[config.mk]
export PLATFORM = sky130hd
export DESIGN_NAME = tick_divider_multi
export DESIGN_NICKNAME = d
export VERILOG_FILES = /design/src/rtl/tick_div_pkg.sv /design/src/rtl/tick_div_channel.sv /design/src/rtl/tick_divider_multi.sv
export SDC_FILE = /design/constraint.sdc
export NUM_CORES = 1
export LEC_CHECK = 0
export BUFFER_PORTS_ARGS = -buffer_cell sky130_fd_sc_hd__buf_2
export CAP_MARGIN = 20
export CORE_UTILIZATION = 35
export DETAILED_ROUTE_END_ITERATION = 16
export PLACE_DENSITY = 0.49
export SETUP_SLACK_MARGIN = 0.05
export SYNTH_ARGS = -nofsm -noshare
export SYNTH_HDL_FRONTEND = slang
export SYNTH_SLANG_ARGS = --single-unit
[constraint.sdc]
create_clock -name clk -period 3.7 [get_ports clk]
set_input_delay 0.37 -clock clk [delete_from_list [all_inputs] [get_ports clk]]
set_output_delay 0.37 -clock clk [all_outputs]
set_load 0.02 [all_outputs]
[src/rtl/tick_div_pkg.sv]
// Shared constants for the multi-channel tick divider.
package tick_div_pkg;

  localparam logic MODE_TOGGLE = 1'b0;
  localparam logic MODE_PULSE  = 1'b1;

  localparam int PKG_DEFAULT_DIV = 125;

endpackage

[src/rtl/tick_div_channel.sv]
// One divider channel: counter, active div/mode, shadow registers and
// registered tick / divided-clock outputs.
module tick_div_channel
  import tick_div_pkg::*;
#(
  parameter int WIDTH       = 16,
  parameter int DEFAULT_DIV = PKG_DEFAULT_DIV
) (
  input  logic             clk,
  input  logic             reset,
  input  logic             en_i,
  input  logic             load_i,
  input  logic [WIDTH-1:0] load_div_i,
  input  logic             load_mode_i,
  output logic             tick_o,
  output logic             clk_out_o
);

  logic [WIDTH-1:0] count_q, count_d;
  logic [WIDTH-1:0] div_q, div_d;
  logic [WIDTH-1:0] shadow_q, shadow_d;
  logic             mode_q, mode_d;
  logic             shadow_mode_q, shadow_mode_d;
  logic             pending_q, pending_d;
  logic             tick_q, tick_d;
  logic             clk_out_q, clk_out_d;
  logic             terminal;
  logic             apply;

  assign terminal = en_i && (count_q == div_q - WIDTH'(1));
  // A disabled channel has no period to finish, so a pending write lands at once.
  assign apply    = pending_q && (terminal || !en_i);

  always_comb begin
    count_d       = count_q;
    div_d         = div_q;
    mode_d        = mode_q;
    shadow_d      = shadow_q;
    shadow_mode_d = shadow_mode_q;
    pending_d     = pending_q;
    tick_d        = 1'b0;
    clk_out_d     = 1'b0;

    // Apply reads the old shadow, so a write in the same cycle stays pending.
    if (apply) begin
      div_d     = shadow_q;
      mode_d    = shadow_mode_q;
      pending_d = 1'b0;
    end
    if (load_i) begin
      shadow_d      = load_div_i;
      shadow_mode_d = load_mode_i;
      pending_d     = 1'b1;
    end

    if (!en_i) begin
      count_d = '0;
    end else if (terminal) begin
      count_d = '0;
      tick_d  = 1'b1;
    end else begin
      count_d = count_q + WIDTH'(1);
    end

    if (en_i) begin
      if (mode_d == MODE_PULSE) clk_out_d = tick_d;
      else if (mode_q == MODE_PULSE) clk_out_d = 1'b0;
      else clk_out_d = clk_out_q ^ terminal;
    end
  end

  always_ff @(posedge clk or posedge reset) begin
    if (reset) begin
      count_q       <= '0;
      div_q         <= WIDTH'(DEFAULT_DIV);
      shadow_q      <= WIDTH'(DEFAULT_DIV);
      mode_q        <= MODE_TOGGLE;
      shadow_mode_q <= MODE_TOGGLE;
      pending_q     <= 1'b0;
      tick_q        <= 1'b0;
      clk_out_q     <= 1'b0;
    end else begin
      count_q       <= count_d;
      div_q         <= div_d;
      shadow_q      <= shadow_d;
      mode_q        <= mode_d;
      shadow_mode_q <= shadow_mode_d;
      pending_q     <= pending_d;
      tick_q        <= tick_d;
      clk_out_q     <= clk_out_d;
    end
  end

  assign tick_o    = tick_q;
  assign clk_out_o = clk_out_q;

endmodule

[src/rtl/tick_divider_multi.sv]
// Multi-channel tick divider: validates config writes, returns ack/err and
// routes accepted writes to the addressed channel's shadow.
module tick_divider_multi
  import tick_div_pkg::*;
#(
  parameter  int WIDTH       = 16,
  parameter  int NUM_CH      = 2,
  parameter  int DEFAULT_DIV = PKG_DEFAULT_DIV,
  localparam int CH_W        = (NUM_CH > 1) ? $clog2(NUM_CH) : 1
) (
  input  logic              clk,
  input  logic              reset,
  input  logic [NUM_CH-1:0] en_i,
  input  logic              cfg_wr_i,
  input  logic [CH_W-1:0]   cfg_ch_i,
  input  logic [WIDTH-1:0]  cfg_div_i,
  input  logic              cfg_mode_i,
  output logic              cfg_ack_o,
  output logic              cfg_err_o,
  output logic [NUM_CH-1:0] tick_o,
  output logic [NUM_CH-1:0] clk_out_o
);

  logic wr_ok;
  logic cfg_ack_q;
  logic cfg_err_q;

  assign wr_ok = cfg_wr_i && (int'(cfg_ch_i) < NUM_CH) && (cfg_div_i != '0);

  always_ff @(posedge clk or posedge reset) begin
    if (reset) begin
      cfg_ack_q <= 1'b0;
      cfg_err_q <= 1'b0;
    end else begin
      cfg_ack_q <= wr_ok;
      cfg_err_q <= cfg_wr_i && !wr_ok;
    end
  end

  assign cfg_ack_o = cfg_ack_q;
  assign cfg_err_o = cfg_err_q;

  for (genvar g = 0; g < NUM_CH; g++) begin : g_ch
    tick_div_channel #(
      .WIDTH      (WIDTH),
      .DEFAULT_DIV(DEFAULT_DIV)
    ) u_ch (
      .clk        (clk),
      .reset      (reset),
      .en_i       (en_i[g]),
      .load_i     (wr_ok && (cfg_ch_i == CH_W'(g))),
      .load_div_i (cfg_div_i),
      .load_mode_i(cfg_mode_i),
      .tick_o     (tick_o[g]),
      .clk_out_o  (clk_out_o[g])
    );
  end

endmodule
==> impl_metrics.env <==
export IMPL_rsz0062_at_grt="no"
export IMPL_drt_wl_total_um=14000
export IMPL_grt_max_degree=64
export IMPL_drtPass1Iterations=4
export IMPL_power_density_nw_per_um2=459
export IMPL_ctsHoldBuffers=0
export IMPL_ys_ff_latch=108
export IMPL_seq_area_frac_synth_pct=43.9
export IMPL_via_per_inst=5.28
export IMPL_synth_top_area_share_pct=33.8
export IMPL_grt_pass1_wl_um=23700
export IMPL_cp_num_buf_inv=1
export IMPL_clock_latency_ps=350
export IMPL_path_delay_family="compound AO/OA/AOI/OAI gates"
export IMPL_drv_slew=0
export IMPL_place_hpwl_um=10000
export IMPL_worstPathRequired_ps=3910
export IMPL_busiest_layer="met1"
export IMPL_maxCapViolations=0
export IMPL_tritoncts="done"
export IMPL_synth_top_family_by_area="simple AND/OR/NAND/NOR gates"
export IMPL_vias=4562
export IMPL_antenna_found_initial=0
export IMPL_die_x_um=135
export IMPL_async_flop_share_pct=100
export IMPL_synth_distinct_cells=61
export IMPL_avgSynthCellArea_um2=9.82
export IMPL_die_area_um2=18300
export IMPL_first_global_vias=4378
export IMPL_clk_pin_slew_ps=70
export IMPL_cts_setup_buffers=0
export IMPL_detail_route_antenna_nets=0
export IMPL_period_minus_slack_ps=3220
export IMPL_yosys_area_share_adder_pct=0.805
export IMPL_cts_sinks=108
export IMPL_start_util_pct=36.0
export IMPL_final_nets=661
export IMPL_fillers=1765
export IMPL_ir_worst_vdd_uv=286
export IMPL_grt_overflow=0
export IMPL_path_cells="inv_1 -> ha_1 -> or4b_1 -> o311a_1 -> o31ai_1 -> a2111o_1 -> o21a_2 -> o211ai_1"
export IMPL_met2_usage_pct=23.3
export IMPL_pin_count=29
export IMPL_grt_usage_pct=16.5
export IMPL_fin_util_pct=39.2
export IMPL_critPathMaxFanout=19
export IMPL_cpPeakStageDelay_ps=640
export IMPL_ys_top_cells_by_area="dfrtp_1, dfstp_2, o211ai_1, mux2_2, xnor2_1"
export IMPL_cts_root_buffer="clkbuf_16"
export IMPL_p_total_mw=3.11
export IMPL_worst_slew_pin_slew_ps=957
export IMPL_design_area_um2=6780
export IMPL_post_place_cells=848
export IMPL_clock_path_buffers=2
export IMPL_gr_usage_met3_pct=2.96
export IMPL_setup_violations=0
export IMPL_ys_flop_type="dfrtp_1"
export IMPL_first_iter_violations=205
export IMPL_grtUsageMet1_pct=25.1
export IMPL_gp_congestion=0.840
export IMPL_die_y_um=135
export IMPL_synth_edf_count=0
export IMPL_end_kind="flop"
export IMPL_coreArea_um2=17300
export IMPL_row_count=48
export IMPL_postPlaceCellArea_um2=6500
export IMPL_area_growth_pct=8.99
export IMPL_cp_start_kind="flop"
export IMPL_port_buffers=28
export IMPL_synth_xor_area_share_pct=9.58
export IMPL_synth_compound_area_share_pct=13.5
export IMPL_htree_levels=3
export IMPL_status="finished, final reports clean"
export IMPL_worst_slack_ps=484
export IMPL_drive_above_1_share_pct=19.9
export IMPL_synthMuxAreaShare_pct=6.32
export IMPL_syn_area_um2=6220
export IMPL_crit_type="flop to flop"
export IMPL_tns_ps=0
export IMPL_wl_per_cell_um=16.3
export IMPL_final_cells=864
export IMPL_power_leakage_nw=2.66
export IMPL_fmax_ghz=0.311
export IMPL_hold_viol_final=0
export IMPL_timing_slew_headroom_pct=36.2
export IMPL_synth_largest_area_cell="dfrtp_1"
export IMPL_syn_instance_count=633
export IMPL_fin_skew_ps=8.38
export IMPL_post_route_drc_count=0
export IMPL_slowest_stage="or4b_1"
export IMPL_numCtsBuffers=9
export IMPL_synth_simple_gate_area_share_pct=21.1
export IMPL_min_path_type="primary input to async pin"
export IMPL_worstPathArrival_ps=3430
export IMPL_worst_hold_slack_ps=171
export IMPL_pre_cts_ws_ps=239
export IMPL_n_antenna_cell=0
export IMPL_synth_fp_nets=660
export IMPL_post_route_period_util_pct=86.9
export IMPL_yosys_warnings=0
[synthesized netlist by cell type, drive strengths merged (2+ instances only)]
master and number:
nor4b 2, nand4 9, o31ai 2, o311a 2, o21ai 7, or4b 2
nor3b 2, a211o 3, o21a 2, nor3 14, nor4 13, nand3 22
mux2 34, ha 4, nor2 36, nand2b 39, nand2 56, or3 3
a31oi 5, nand4b 3, or2 2, dfstp 24, dfrtp 84, inv 11
or4 2, a22o 2, and3 9, a21oi 2, and4 3, o211ai 70
xor2 25, buf 22, nor2b 5, clkbuf 31, a211oi 2, and2 20
xnor2 43, a2111oi 2, a2111o 3
[state kept, by name (all words and copies together) (netlist names)]
register,count
cfg_err_o,1
g_ch.u_ch.mode_q,2
g_ch.u_ch.div_q,32
g_ch.u_ch.shadow_q,32
g_ch.u_ch.tick_o,2
g_ch.u_ch.clk_out_o,2
g_ch.u_ch.pending_q,2
cfg_ack_o,1
g_ch.u_ch.shadow_mode_q,2
g_ch.u_ch.count_q,32
[routing by layer]
metal  vias up  wire length, um
met4         0              184
met1      2238             7420
met5         -                0
met3        11              537
li1       2247                -
met2        66             5900
[layout make-up]
type	count	area, um2	area share (%)
Inverter	11	43.8	0.646
Clock buffer	11	243	3.58
Multi-Input combinational cell	461	3190	47.1
Timing Repair Buffer	43	253	3.73
Tap cell	225	282	4.15
Sequential cell	108	2730	40.3
Clock inverter	5	35.0	0.517
[what timing repair did]
item | in CTS | in global routing
endpoints found under the setup margin | 0 | 17
gates resized for setup | 0 | 1
hold endpoints to repair | 0 | 0
[cell usage in the layout (no fill, tap or decap), types with 22 or more instances in the layout]
master,synthesis,routed
buf_2,9,28
dfrtp_1,84,84
dfstp_2,24,24
mux2_2,34,34
nand2_1,56,56
nand2b_1,38,38
nand3_1,22,22
nor2_1,36,36
o211ai_1,69,69
xnor2_1,43,43
xor2_1,25,25
[final timing paths]
| check | from | endpoint | slack (ps) | cells after the start |
|---|---|---|---|---|
| worst min register to register | g_ch[0].u_ch.shadow_q[3] | g_ch[0].u_ch.div_q[3] | 500 | 2 |
| max in group asynchronous | reset | g_ch[1].u_ch.shadow_q[2] | 2710 | 3 |
| worst min-delay path | reset | g_ch[0].u_ch.count_q[1] | 170 | 2 |
| worst max register to register | g_ch[0].u_ch.div_q[1] | g_ch[0].u_ch.div_q[7] | 480 | 8 |
| worst max-delay path | g_ch[0].u_ch.div_q[1] | g_ch[0].u_ch.div_q[7] | 480 | 8 |
| min in group clk | cfg_wr_i | cfg_err_o | 230 | 3 |
[power by group]
group | switching (mW) | total (mW) | internal, mW
Clock | 0.445 | 0.923 | 0.478
Combinational | 0.284 | 0.588 | 0.304
Sequential | 0.233 | 1.60 | 1.37
Total | 0.961 | 3.11 | 2.15
[cell families after synthesis]
kind of cell,count (synthesis)
compound gates,110
buf+inv,64
flops,108
xor+xnor,68
fa+ha+maj,4
mux,35
simple gates,244
[worst register-to-register path, cell delays in order, from the launching register on]
cell	delay (ps)
dfrtp_1	460
inv_1	90
ha_1	310
or4b_1	650
o311a_1	350
o31ai_1	240
a2111o_1	370
o21a_2	460
o211ai_1	160
Power figures use the tool's default switching activity.
